<file path="src/rtl/alu_arbiter.sv">
// Round-robin arbiter that shares one combinational ALU between two valid/ready requesters.
// Optional `ALU_OPCHECK_EN adds per-port rN_err outputs and keeps unknown ops off the ALU.
module alu_arbiter #(
  parameter int             WIDTH   = 32,
  parameter int             OPW     = 3,
  parameter logic [OPW-1:0] IDLE_OP = 3'b000
) (
  input  logic             clk,
  input  logic             reset,
  input  logic             r0_valid,
  output logic             r0_ready,
  input  logic [OPW-1:0]   r0_op,
  input  logic [WIDTH-1:0] r0_a,
  input  logic [WIDTH-1:0] r0_b,
  output logic             r0_resp_valid,
  input  logic             r0_resp_ready,
  output logic [WIDTH-1:0] r0_result,
  output logic             r0_zero,
  input  logic             r1_valid,
  output logic             r1_ready,
  input  logic [OPW-1:0]   r1_op,
  input  logic [WIDTH-1:0] r1_a,
  input  logic [WIDTH-1:0] r1_b,
  output logic             r1_resp_valid,
  input  logic             r1_resp_ready,
  output logic [WIDTH-1:0] r1_result,
  output logic             r1_zero,
`ifdef ALU_OPCHECK_EN
  output logic             r0_err,
  output logic             r1_err,
`endif
  output logic [OPW-1:0]   alu_op,
  output logic [WIDTH-1:0] alu_a,
  output logic [WIDTH-1:0] alu_b,
  input  logic [WIDTH-1:0] alu_result,
  input  logic             alu_zero
);

  typedef enum logic [1:0] {
    S_IDLE = 2'd0,
    S_EXEC = 2'd1,
    S_RESP = 2'd2
  } state_t;

  state_t           state_q, state_d;
  logic             gnt_q, gnt_d;
  logic             last_gnt_q, last_gnt_d;
  logic [OPW-1:0]   alu_op_q, alu_op_d;
  logic [WIDTH-1:0] alu_a_q, alu_a_d;
  logic [WIDTH-1:0] alu_b_q, alu_b_d;
  logic [1:0]       resp_valid_q, resp_valid_d;
  logic [WIDTH-1:0] result_q [2];
  logic [WIDTH-1:0] result_d [2];
  logic [1:0]       zero_q, zero_d;

  logic             sel;
  logic [OPW-1:0]   sel_op;
  logic [WIDTH-1:0] sel_a;
  logic [WIDTH-1:0] sel_b;
  logic [1:0]       resp_ready_vec;

`ifdef ALU_OPCHECK_EN
  logic             bad_q, bad_d;
  logic [1:0]       err_q, err_d;

  function automatic logic op_legal(input logic [OPW-1:0] op);
    return (op == OPW'(3'b001)) || (op == OPW'(3'b010)) ||
           (op == OPW'(3'b101)) || (op == OPW'(3'b111));
  endfunction
`endif

  // Both valid: grant the port that was not served last; otherwise grant the only requester.
  assign sel            = r1_valid & (~r0_valid | ~last_gnt_q);
  assign sel_op         = sel ? r1_op : r0_op;
  assign sel_a          = sel ? r1_a  : r0_a;
  assign sel_b          = sel ? r1_b  : r0_b;
  assign resp_ready_vec = {r1_resp_ready, r0_resp_ready};

  always_comb begin
    state_d      = state_q;
    gnt_d        = gnt_q;
    last_gnt_d   = last_gnt_q;
    alu_op_d     = alu_op_q;
    alu_a_d      = alu_a_q;
    alu_b_d      = alu_b_q;
    resp_valid_d = resp_valid_q;
    result_d     = result_q;
    zero_d       = zero_q;
    r0_ready     = 1'b0;
    r1_ready     = 1'b0;
`ifdef ALU_OPCHECK_EN
    bad_d        = bad_q;
    err_d        = err_q;
`endif
    case (state_q)
      S_IDLE: begin
        if (r0_valid || r1_valid) begin
          r0_ready = ~sel;
          r1_ready = sel;
          gnt_d    = sel;
          alu_op_d = sel_op;
          alu_a_d  = sel_a;
          alu_b_d  = sel_b;
          state_d  = S_EXEC;
`ifdef ALU_OPCHECK_EN
          if (!op_legal(sel_op)) begin
            alu_op_d = IDLE_OP;
            alu_a_d  = '0;
            alu_b_d  = '0;
            bad_d    = 1'b1;
          end else begin
            bad_d      = 1'b0;
            err_d[sel] = 1'b0;
          end
`endif
        end
      end
      S_EXEC: begin
        result_d[gnt_q]     = alu_result;
        zero_d[gnt_q]       = alu_zero;
        resp_valid_d[gnt_q] = 1'b1;
        state_d             = S_RESP;
`ifdef ALU_OPCHECK_EN
        if (bad_q) begin
          result_d[gnt_q] = '0;
          zero_d[gnt_q]   = 1'b1;
          err_d[gnt_q]    = 1'b1;
        end
`endif
      end
      S_RESP: begin
        // A request arriving in this cycle waits for the next IDLE cycle.
        if (resp_ready_vec[gnt_q]) begin
          resp_valid_d[gnt_q] = 1'b0;
          last_gnt_d          = gnt_q;
          alu_op_d            = IDLE_OP;
          alu_a_d             = '0;
          alu_b_d             = '0;
          state_d             = S_IDLE;
        end
      end
      default: state_d = S_IDLE;
    endcase
  end

  always_ff @(posedge clk) begin
    if (reset) begin
      state_q      <= S_IDLE;
      gnt_q        <= 1'b0;
      last_gnt_q   <= 1'b1;
      alu_op_q     <= IDLE_OP;
      alu_a_q      <= '0;
      alu_b_q      <= '0;
      resp_valid_q <= '0;
      result_q[0]  <= '0;
      result_q[1]  <= '0;
      zero_q       <= '0;
`ifdef ALU_OPCHECK_EN
      bad_q        <= 1'b0;
      err_q        <= '0;
`endif
    end else begin
      state_q      <= state_d;
      gnt_q        <= gnt_d;
      last_gnt_q   <= last_gnt_d;
      alu_op_q     <= alu_op_d;
      alu_a_q      <= alu_a_d;
      alu_b_q      <= alu_b_d;
      resp_valid_q <= resp_valid_d;
      result_q     <= result_d;
      zero_q       <= zero_d;
`ifdef ALU_OPCHECK_EN
      bad_q        <= bad_d;
      err_q        <= err_d;
`endif
    end
  end

  assign alu_op        = alu_op_q;
  assign alu_a         = alu_a_q;
  assign alu_b         = alu_b_q;
  assign r0_resp_valid = resp_valid_q[0];
  assign r1_resp_valid = resp_valid_q[1];
  assign r0_result     = result_q[0];
  assign r1_result     = result_q[1];
  assign r0_zero       = zero_q[0];
  assign r1_zero       = zero_q[1];
`ifdef ALU_OPCHECK_EN
  assign r0_err        = err_q[0];
  assign r1_err        = err_q[1];
`endif

endmodule

</file>
<file path="config.mk">
export PLATFORM = sky130hd
export DESIGN_NAME = alu_arbiter
export DESIGN_NICKNAME = d
export VERILOG_FILES = /design/src/rtl/alu_arbiter.sv
export SDC_FILE = /design/constraint.sdc
export NUM_CORES = 1
export LEC_CHECK = 0
export ABC_AREA = 1
export CORE_ASPECT_RATIO = 0.6
export CORE_MARGIN = 1.5
export CORE_UTILIZATION = 44
export CTS_BUF_LIST = sky130_fd_sc_hd__clkbuf_8
export CTS_CLUSTER_SIZE = 40
export DETAILED_ROUTE_END_ITERATION = 12
export GPL_ROUTABILITY_DRIVEN = 0
export PLACE_DENSITY = 0.83
export SYNTH_ARGS = -nofsm -noshare
export SYNTH_HDL_FRONTEND = slang
export SYNTH_SLANG_ARGS = --single-unit
</file>
<file path="constraint.sdc">
create_clock -name clk -period 3.2 [get_ports clk]
set_input_delay 0.32 -clock clk [delete_from_list [all_inputs] [get_ports clk]]
set_output_delay 0.32 -clock clk [all_outputs]
set_load 0.02 [all_outputs]
</file>
# == Yosys cells after proc, flatten, opt, wreduce, memory -nomap -nowiden ==
# Index checks and enable logic that the tools add are counted.
# classes
order_cmp,4
eq_ne,4
mux,28
n_bitwise,9
reduce_logical,11
# op_table
op,count
$mux W32,6
$pmux W32 S2,2
$bwmux W64,1
$demux W32 S1,1
$mux W3,3
$reduce_and A2 Y1,4
$mux W1,7
$mux W2,3
$pmux W2 S3,1
$pmux W3 S2,1
$ne A2 B2 Y1 const B,2
$pmux W2 S2,1
$reduce_bool A2 Y1,2
$not A1 Y1,3
$reduce_and A3 Y1,1
$and A2 B2 Y2,1
$bwmux W2,1
$eq A2 B1 Y1 const B,1
$eq A2 B2 Y1 const B,1
$ge A2 B2 Y1 const B,1
$logic_and A1 B1 Y1,2
$logic_not A2 Y1,1
$lt A1 B2 Y1 const B,1
$lt A2 B1 Y1 const B,1
8 further kinds,8
# totals
register_bits,139
in_bits,173
out_inout_bits,137
wordCells,66

# == Longest topological paths before layout ==
# Gate-level depths: netlist of run 1.
# logic_depth
word_depth,8
mapped_depth,10
depth_no_buf,8

# == Least setup slack after synthesis of run 1 ==
# OpenSTA, ideal clock, no wires.
# synth_timing
path_kind,in2out
startpoint,input r1_valid
endpoint,output r0_ready
arrival_time_ns,1.300
required_ns,2.880
setup_slack_ns,1.580
cell_stages,6
cell_sequence,buf_2 -> nand2_1 -> buf_2 -> buf_2 -> inv_1 -> nor2_1
# synth_via
elab_chain_len,4
elab_cells_between_ends,5
# synth_rtl
item,line_no,rtl
"start, declared",19,"input logic r1_valid,"
$and A1 B1 Y1,73,assign sel = r1_valid & (~r0_valid | ~last_gnt_q);
$not A1 Y1,98,r0_ready = ~sel;
$mux W1 *,97,if (r0_valid || r1_valid) begin
$mux W1 *,95,case (state_q)
"end, declared",11,"output logic r0_ready,"
# Every way passes the cells marked *; elsewhere a longest branch is shown, timed or not.

# == Final worst setup path of run 1 ==
# layout_timing
startpoint,register state_q[0]
endpoint,output r0_ready
# layout_via
elab_chain_len,2
# layout_rtl
item,line_no,rtl
"start, declared",45,"state_t state_q, state_d;"
"start signal, assigned",163,state_q <= state_d;
$logic_not A2 Y1,95,
$mux W1,95,
# Every way passes these cells.

==> summary.txt, run 1 <==
Fin Setup TNS: 0 ns
Fin worst setup slack: 0.699 ns
Core Rows: 36
CP Class: flop to primary output
# resized after CTS: 0
Initial DRC count: 481
Post-CTS setup buffers: 0
Total number of yosys warnings: 0
Post-DP Area: 10,300 um2
Clk pin slew, worst setup/hold paths: 0.09 ns
Metal2 WL: 10.1 mm
Static leakage: 0.00543 uW
Yosys cell types: 18
Clk Latency, worst-skew pair: 0.43 ns
Final Instance Area: 10,700 um2
Worst setup EP type: primary output
Antenna violations before repair: 1
Hpwl dp: 15.0 mm
P per Cell Area: 465 nW/um2
Final Routed Wirelength: 21.3 mm
Hold Path Stages: 5
R2R cell count: 7
Largest net degree at the start of global routing: 93
Worst Tran Pin Value: 0.800 ns
Cell-internal power: 3230 uW
Max Slew Vio Count: 0
Nets@finish: 1,620
Max Used Layer: met4
Setup WS pre-CTS: 0.956 ns
Core Box Area: 16,100 um2
Status: finished clean
WHS Endpoint: gnt_q
Vias in the first global route: 6,769
Gate Count Post-Synth: 1,185
Initial Util: 44.8%
Crit Path Max Fanout: 19
IO buf count: 309
Placed cell count: 1,637
Die footprint: 17,200 um2
CTS Hold Bufs: 0
Max_cap viols: 0
Fillers: 1,442
Total gr overflow: 0
Area grow syn2layout: 48.4%
Wire length per cell: 12.7 um
Clock sinks: 139
Final Skew: 0.0157 ns
Die X: 168 um
CTS tree: built
Tcrit/Tclk final: 78.2%
Fin. Hold Viols: 0
Logic pwr share: 32.3%
Area contributors post-synth: dfxtp_1, inv_1, nand3_1
Crit path time final: 2.50 ns
F_max: 400 MHz
Leading area contributor after synthesis: dfxtp_1
Unrepaired setup endpoints after global routing: false
Top cell type's share of synthesized area: 38.5%
Drt pass-1 iters: 5
Avg Inst Size Synth: 6.10 um2
Synthesized flop and latch total: 139
P_sw: 1750 uW
Fraction of power spent switching nets: 35.1%
DR vias: 7,723
Post-synthesis net count: 1,358
DRT antenna net count: 0
Worst EP required: 2.88 ns
Met3 WL: 1.69 mm
Crit start category: flop
Root Buffer: clkbuf_8
Syn Std Cell Area: 7230 um2
R2R setup slack: 1.22 ns
Worst Hold Class: primary input to flop
Post-route DRC: 0
DRT met1 WL: 9.25 mm
Seq pwr share: 40.2%
Slew HR: 46.7%
Clock share of power: 27.5%
Reg2Reg Capture Point: alu_a[15]
Hold Crit Start: r1_valid
Die Span Y: 102 um
Worst endpoint data arrival time: 2.18 ns
Deepest clock path buffer count: 2
H-tree depth: 4
Reg-to-Reg Start: state_q[0]
Cell Count, Final, Fillers Out: 1,670
First-pass GRT wire length: 33.4 mm
Tot GR Track Use: 24.3%
Sequential area share after synthesis: 38.5%
Share of layout cells above drive strength 1: 4.59%
Total CTS buffers: 17
Endpoints failing setup: 0
Worst VDD drop: 0.000211 V
Vias/cell: 4.62
Io pins: 310
[worst max path at each step]
stage,start,endpoint,slack [ns]
final,state_q[0],r0_ready,0.70
after global routing,state_q[0],r0_ready,0.56
after CTS,state_q[0],r0_ready,0.68
after detailed placement,r0_valid,r0_ready,0.96
after global placement,r0_valid,r0_ready,0.99
after floorplan,r1_valid,r0_ready,1.58
[cell usage after synthesis, drive strengths merged]
cell / n
nand2: 213
nor2: 71
nand3: 206
buf: 35
dfxtp: 139
clkbuf: 43
clkinv: 1
inv: 339
a21oi: 70
o21ai: 68
[stage by stage]
| step | hold WS (ns) | total power (uW) | util (%) |
|---|---|---|---|
| after global routing | 0.371 | 5280 | 66.5 |
| after CTS | 0.325 | 5030 | 66.5 |
| after global placement | 0.432 | 3630 | 64.1 |
| after floorplan | 0.389 | 2930 | - |
| final | 0.366 | 4980 | 66.5 |
| after detailed placement | 0.435 | 3650 | 64.1 |
[cell type report]
type	count	area (um2)	share of cell area, %
flip-flops and latches	139	2780	25.9
inverters	340	1280	11.9
repair buffers	321	3190	29.7
well taps	209	262	2.44
clock inverters	15	153	1.42
diodes	1	2.50	0.0233
multi-input cells	628	2830	26.3
clock buffers	17	234	2.18
[sequential cells by signal (all words and copies together) (netlist names), named ones only]
register and cells:
gnt_q 1, alu_a 32, zero_q 2, state_q 2, r1_result 32, r0_result 32, last_gnt_q 1, alu_op 3
alu_b 32
[per-layer routing]
layer	vias to the layer above	global-route usage (%)
met2	268	41.3
met1	3398	30.3
met3	22	6.93
met5	-	0
met4	0	7.62
li1	4035	-
[cells in the final DEF, fill, tap and decap left out, types with 3 or more instances in the layout]
| cell | n |
|---|---|
| clkinv_8 | 3 |
| nor2_1 | 70 |
| nand2_1 | 209 |
| nand2_2 | 4 |
| clkbuf_8 | 17 |
| inv_1 | 326 |
| o21ai_0 | 66 |
| inv_6 | 6 |
| inv_2 | 13 |
| buf_4 | 11 |
| dfxtp_1 | 139 |
| clkdlybuf4s50_1 | 308 |
| nand3_1 | 204 |
| a21oi_1 | 70 |
[power by group through the flow]
stage                     Combinational (uW)  Sequential, uW  Clock [uW]
after CTS                               1620            2010        1400
after global routing                    1770            2030        1480
after floorplan                          679            2250           0
after detailed placement                1610            2050           0
after global placement                  1590            2040           0
final                                   1610            2010        1370
[cells by family (layout without fill, tap and decap cells)]
logic type / after synthesis / after routing / share of synthesized area (%)
other: 0 / 1 / 0
buffers and inverters: 418 / 693 / 22.7
AND/OR/NAND/NOR: 490 / 490 / 29.2
AO/OA/AOI/OAI: 138 / 138 / 9.61
flip-flops: 139 / 139 / 38.5
[critical path: stages, from the launching register on]
cell             delay (ns)
dfxtp_1                0.38
nor2_1                 0.28
o21ai_4                0.11
buf_4                  0.22
nor2_1                 0.14
clkdlybuf4s50_1        0.63
No activity file was read; power rests on OpenSTA's default activity.
==> inputs of run 2 (changes only) <==
--- a/config.mk
+++ b/config.mk
@@ -8,12 +8,12 @@
 export ABC_AREA = 1
 export CORE_ASPECT_RATIO = 0.6
 export CORE_MARGIN = 1.5
-export CORE_UTILIZATION = 44
+export CORE_UTILIZATION = 40
 export CTS_BUF_LIST = sky130_fd_sc_hd__clkbuf_8
 export CTS_CLUSTER_SIZE = 40
 export DETAILED_ROUTE_END_ITERATION = 12
 export GPL_ROUTABILITY_DRIVEN = 0
-export PLACE_DENSITY = 0.83
+export PLACE_DENSITY = 0.79
 export SYNTH_ARGS = -nofsm -noshare
 export SYNTH_HDL_FRONTEND = slang
 export SYNTH_SLANG_ARGS = --single-unit
==> constraint.sdc (replaced) <==
create_clock -name clk -period 2.1 [get_ports clk]
set_input_delay 0.21 -clock clk [delete_from_list [all_inputs] [get_ports clk]]
set_output_delay 0.21 -clock clk [all_outputs]
set_load 0.02 [all_outputs]
==> run 2 against run 1 <==
- via count is 0.84% lower
- critical path depth fell by 1
- utilization shrank 4.0 points
- sequential share of layout area shrank 0.36 points
- global-route usage down 1.3 points
- clock power up 54%
- routed wire length is 4.0% higher
==> summary.txt, run 2 (synthesis gave the netlist of run 1 again) <==
Status: finished clean (unchanged)
Tot GR Track Use: 23.0% (was 24.3%)
F_max: 554 MHz
Area grow syn2layout: 50.5% (was 48.4%)
R2R setup slack: 0.55 ns (was 1.22 ns)
Antenna violations before repair: 1 (unchanged)
Static leakage: 0.00551 uW (was 0.00543 uW)
Worst Tran Pin Value: 0.757 ns (was 0.800 ns)
Io pins: 310 (unchanged)
Ant. Diodes: 0 (was 1)
P per Cell Area: 704 nW/um2 (was 465 nW/um2)
Worst endpoint data arrival time: 1.59 ns (was 2.18 ns)
H-tree depth: 4 (unchanged)
Drt pass-1 iters: 5 (unchanged)
Initial DRC count: 458 (was 481)
DRT antenna net count: 0 (unchanged)
Wire length per cell: 13.0 um (was 12.7 um)
Fin Setup TNS: 0 ns (unchanged)
Hold Crit Start: r1_valid (unchanged)
Endpoints failing setup: 0 (unchanged)
Root Buffer: clkbuf_8 (unchanged)
Cell Count, Final, Fillers Out: 1,700 (was 1,670)
Crit start category: flop (unchanged)
Total gr overflow: 0 (unchanged)
Clock share of power: 27.5% (about the same)
Setup WS pre-CTS: 0.124 ns (was 0.956 ns)
Post-CTS setup buffers: 0 (unchanged)
Nets@finish: 1,626 (was 1,620)
Crit path time final: 1.80 ns
Die footprint: 18,900 um2 (was 17,200 um2)
Clock sinks: 139 (unchanged)
Worst Hold Class: primary input to flop (unchanged)
CTS Hold Bufs: 0 (unchanged)
Fin. Hold Viols: 0 (unchanged)
First-pass GRT wire length: 34.5 mm (was 33.4 mm)
Tcrit/Tclk final: 85.9%
Core Rows: 37 (was 36)
Fin worst setup slack: 0.295 ns (was 0.699 ns)
Placed cell count: 1,668 (was 1,637)
IO buf count: 309 (unchanged)
Total CTS buffers: 17 (unchanged)
CP Class: flop to primary output (unchanged)
Seq pwr share: 39.9% (was 40.2%)
Max_cap viols: 0 (unchanged)
Multi-input gate area: 2830 um2 (unchanged)
Deepest clock path buffer count: 2 (unchanged)
Crit Path Max Fanout: 4 (was 19)
Commonest non-fill, non-tap cells in the layout: inv_1, clkdlybuf4s50_1, nand2_1 (unchanged)
Core Box Area: 17,400 um2 (was 16,100 um2)
Largest net degree at the start of global routing: 69 (was 93)
Die X: 177 um (was 168 um)
P_sw: 2690 uW (was 1750 uW)
Commonest non-fill, non-tap cell in the layout: inv_1 (unchanged)
Initial Util: 41.5% (was 44.8%)
Clk pin slew, worst setup/hold paths: 0.08 ns (was 0.09 ns)
Slew HR: 49.5% (was 46.7%)
Die Span Y: 107 um (was 102 um)
Fraction of power spent switching nets: 35.2% (was 35.1%)
WHS Endpoint: gnt_q (unchanged)
CTS tree: built (unchanged)
Final Skew: 0.0193 ns (was 0.0157 ns)
Post-route DRC: 0 (unchanged)
Register Area: 2780 um2 (unchanged)
Worst EP required: 1.89 ns (was 2.88 ns)
Reg2Reg Capture Point: alu_a[0] (was alu_a[15])
Logic pwr share: 32.6% (was 32.3%)
Clk Latency, worst-skew pair: 0.43 ns (about the same)
Vias in the first global route: 6,842 (was 6,769)
DR vias: 7,658 (was 7,723)
Final Instance Area: 10,900 um2 (was 10,700 um2)
Final Routed Wirelength: 22.1 mm (was 21.3 mm)
Worst VDD drop: 0.000282 V (was 0.000211 V)
Reg-to-Reg Start: last_gnt_q (was state_q[0])
Share of layout cells above drive strength 1: 4.98% (was 4.59%)
Worst setup EP type: primary output (unchanged)
Max Slew Vio Count: 0 (unchanged)
Hpwl dp: 16.0 mm (was 15.0 mm)
Fillers: 1,642 (was 1,442)
Vias/cell: 4.50 (was 4.62)
Hold Path Stages: 5 (unchanged)
Unrepaired setup endpoints after global routing: false (unchanged)
Final Util: 62.5% (was 66.5%)
Cell-internal power: 4960 uW (was 3230 uW)
Post-DP Area: 10,500 um2 (was 10,300 um2)
R2R cell count: 8 (was 7)
## run 2: metrics by stage
stage               hold WS [ns]  total power (uW)
floorplan                  0.279              4470
global placement           0.430              5580
detailed placement         0.434              5620
CTS                        0.264              7750
global route               0.332              8110
finish                     0.287              7650
## run 2: layout make-up
cell class / instances / share of cell area, %
timing repair buffer: 327 / 30.4
clock buffer: 17 / 2.15
sequential: 139 / 25.6
inverter: 340 / 11.7
multi-input combinational: 628 / 26.0
tap: 234 / 2.69
clock inverter: 15 / 1.41
## run 2: worst max-delay path, cell delays in order (launching register included)
cell and delay [ns]:
dfxtp_1 0.32, nor2_1 0.23, o21ai_4 0.11, nor2_1 0.11, dlygate4sd2_1 0.40
## run 2: how the worst max path moves through the flow
| stage | startpoint | to | slack, ns | cells past startpoint |
|---|---|---|---|---|
| global placement | r0_valid | alu_b[10] | 0.15 | 8 |
| detailed placement | r0_valid | alu_a[26] | 0.12 | 9 |
| CTS | state_q[0] | r1_ready | 0.02 | 4 |
| finish | state_q[0] | r0_ready | 0.30 | 4 |
| global route | state_q[0] | r0_ready | 0.22 | 4 |
| floorplan | last_gnt_q | r0_ready | 0.64 | 6 |
## run 2: repair_timing
item,in CTS,in global routing
resized for setup,1,1
cloned,0,0
setup endpoints to repair,1,1
## run 2: power groups by stage
stage / combinational (uW) / sequential (uW) / clock (uW)
after floorplan: 1030 / 3430 / 0
after global placement: 2480 / 3100 / 0
after detailed placement: 2510 / 3110 / 0
after CTS: 2520 / 3050 / 2180
after global routing: 2750 / 3080 / 2280
final: 2500 / 3050 / 2110
## run 2: layer usage
layer / track usage [%] / wire length (um)
met2: 38.0 / 10100
met5: 0 / 13
met1: 29.4 / 9910
met4: 6.05 / 307
met3: 6.56 / 1800
==> inputs of run 3 (changes only) <==
--- a/config.mk
+++ b/config.mk
@@ -6,6 +6,7 @@
 export NUM_CORES = 1
 export LEC_CHECK = 0
 export ABC_AREA = 1
+export CAP_MARGIN = 20
 export CORE_ASPECT_RATIO = 0.6
 export CORE_MARGIN = 1.5
 export CORE_UTILIZATION = 40
==> results of run 3 <==
Same layout as run 2: the final DEF is identical, and so are final timing and power.
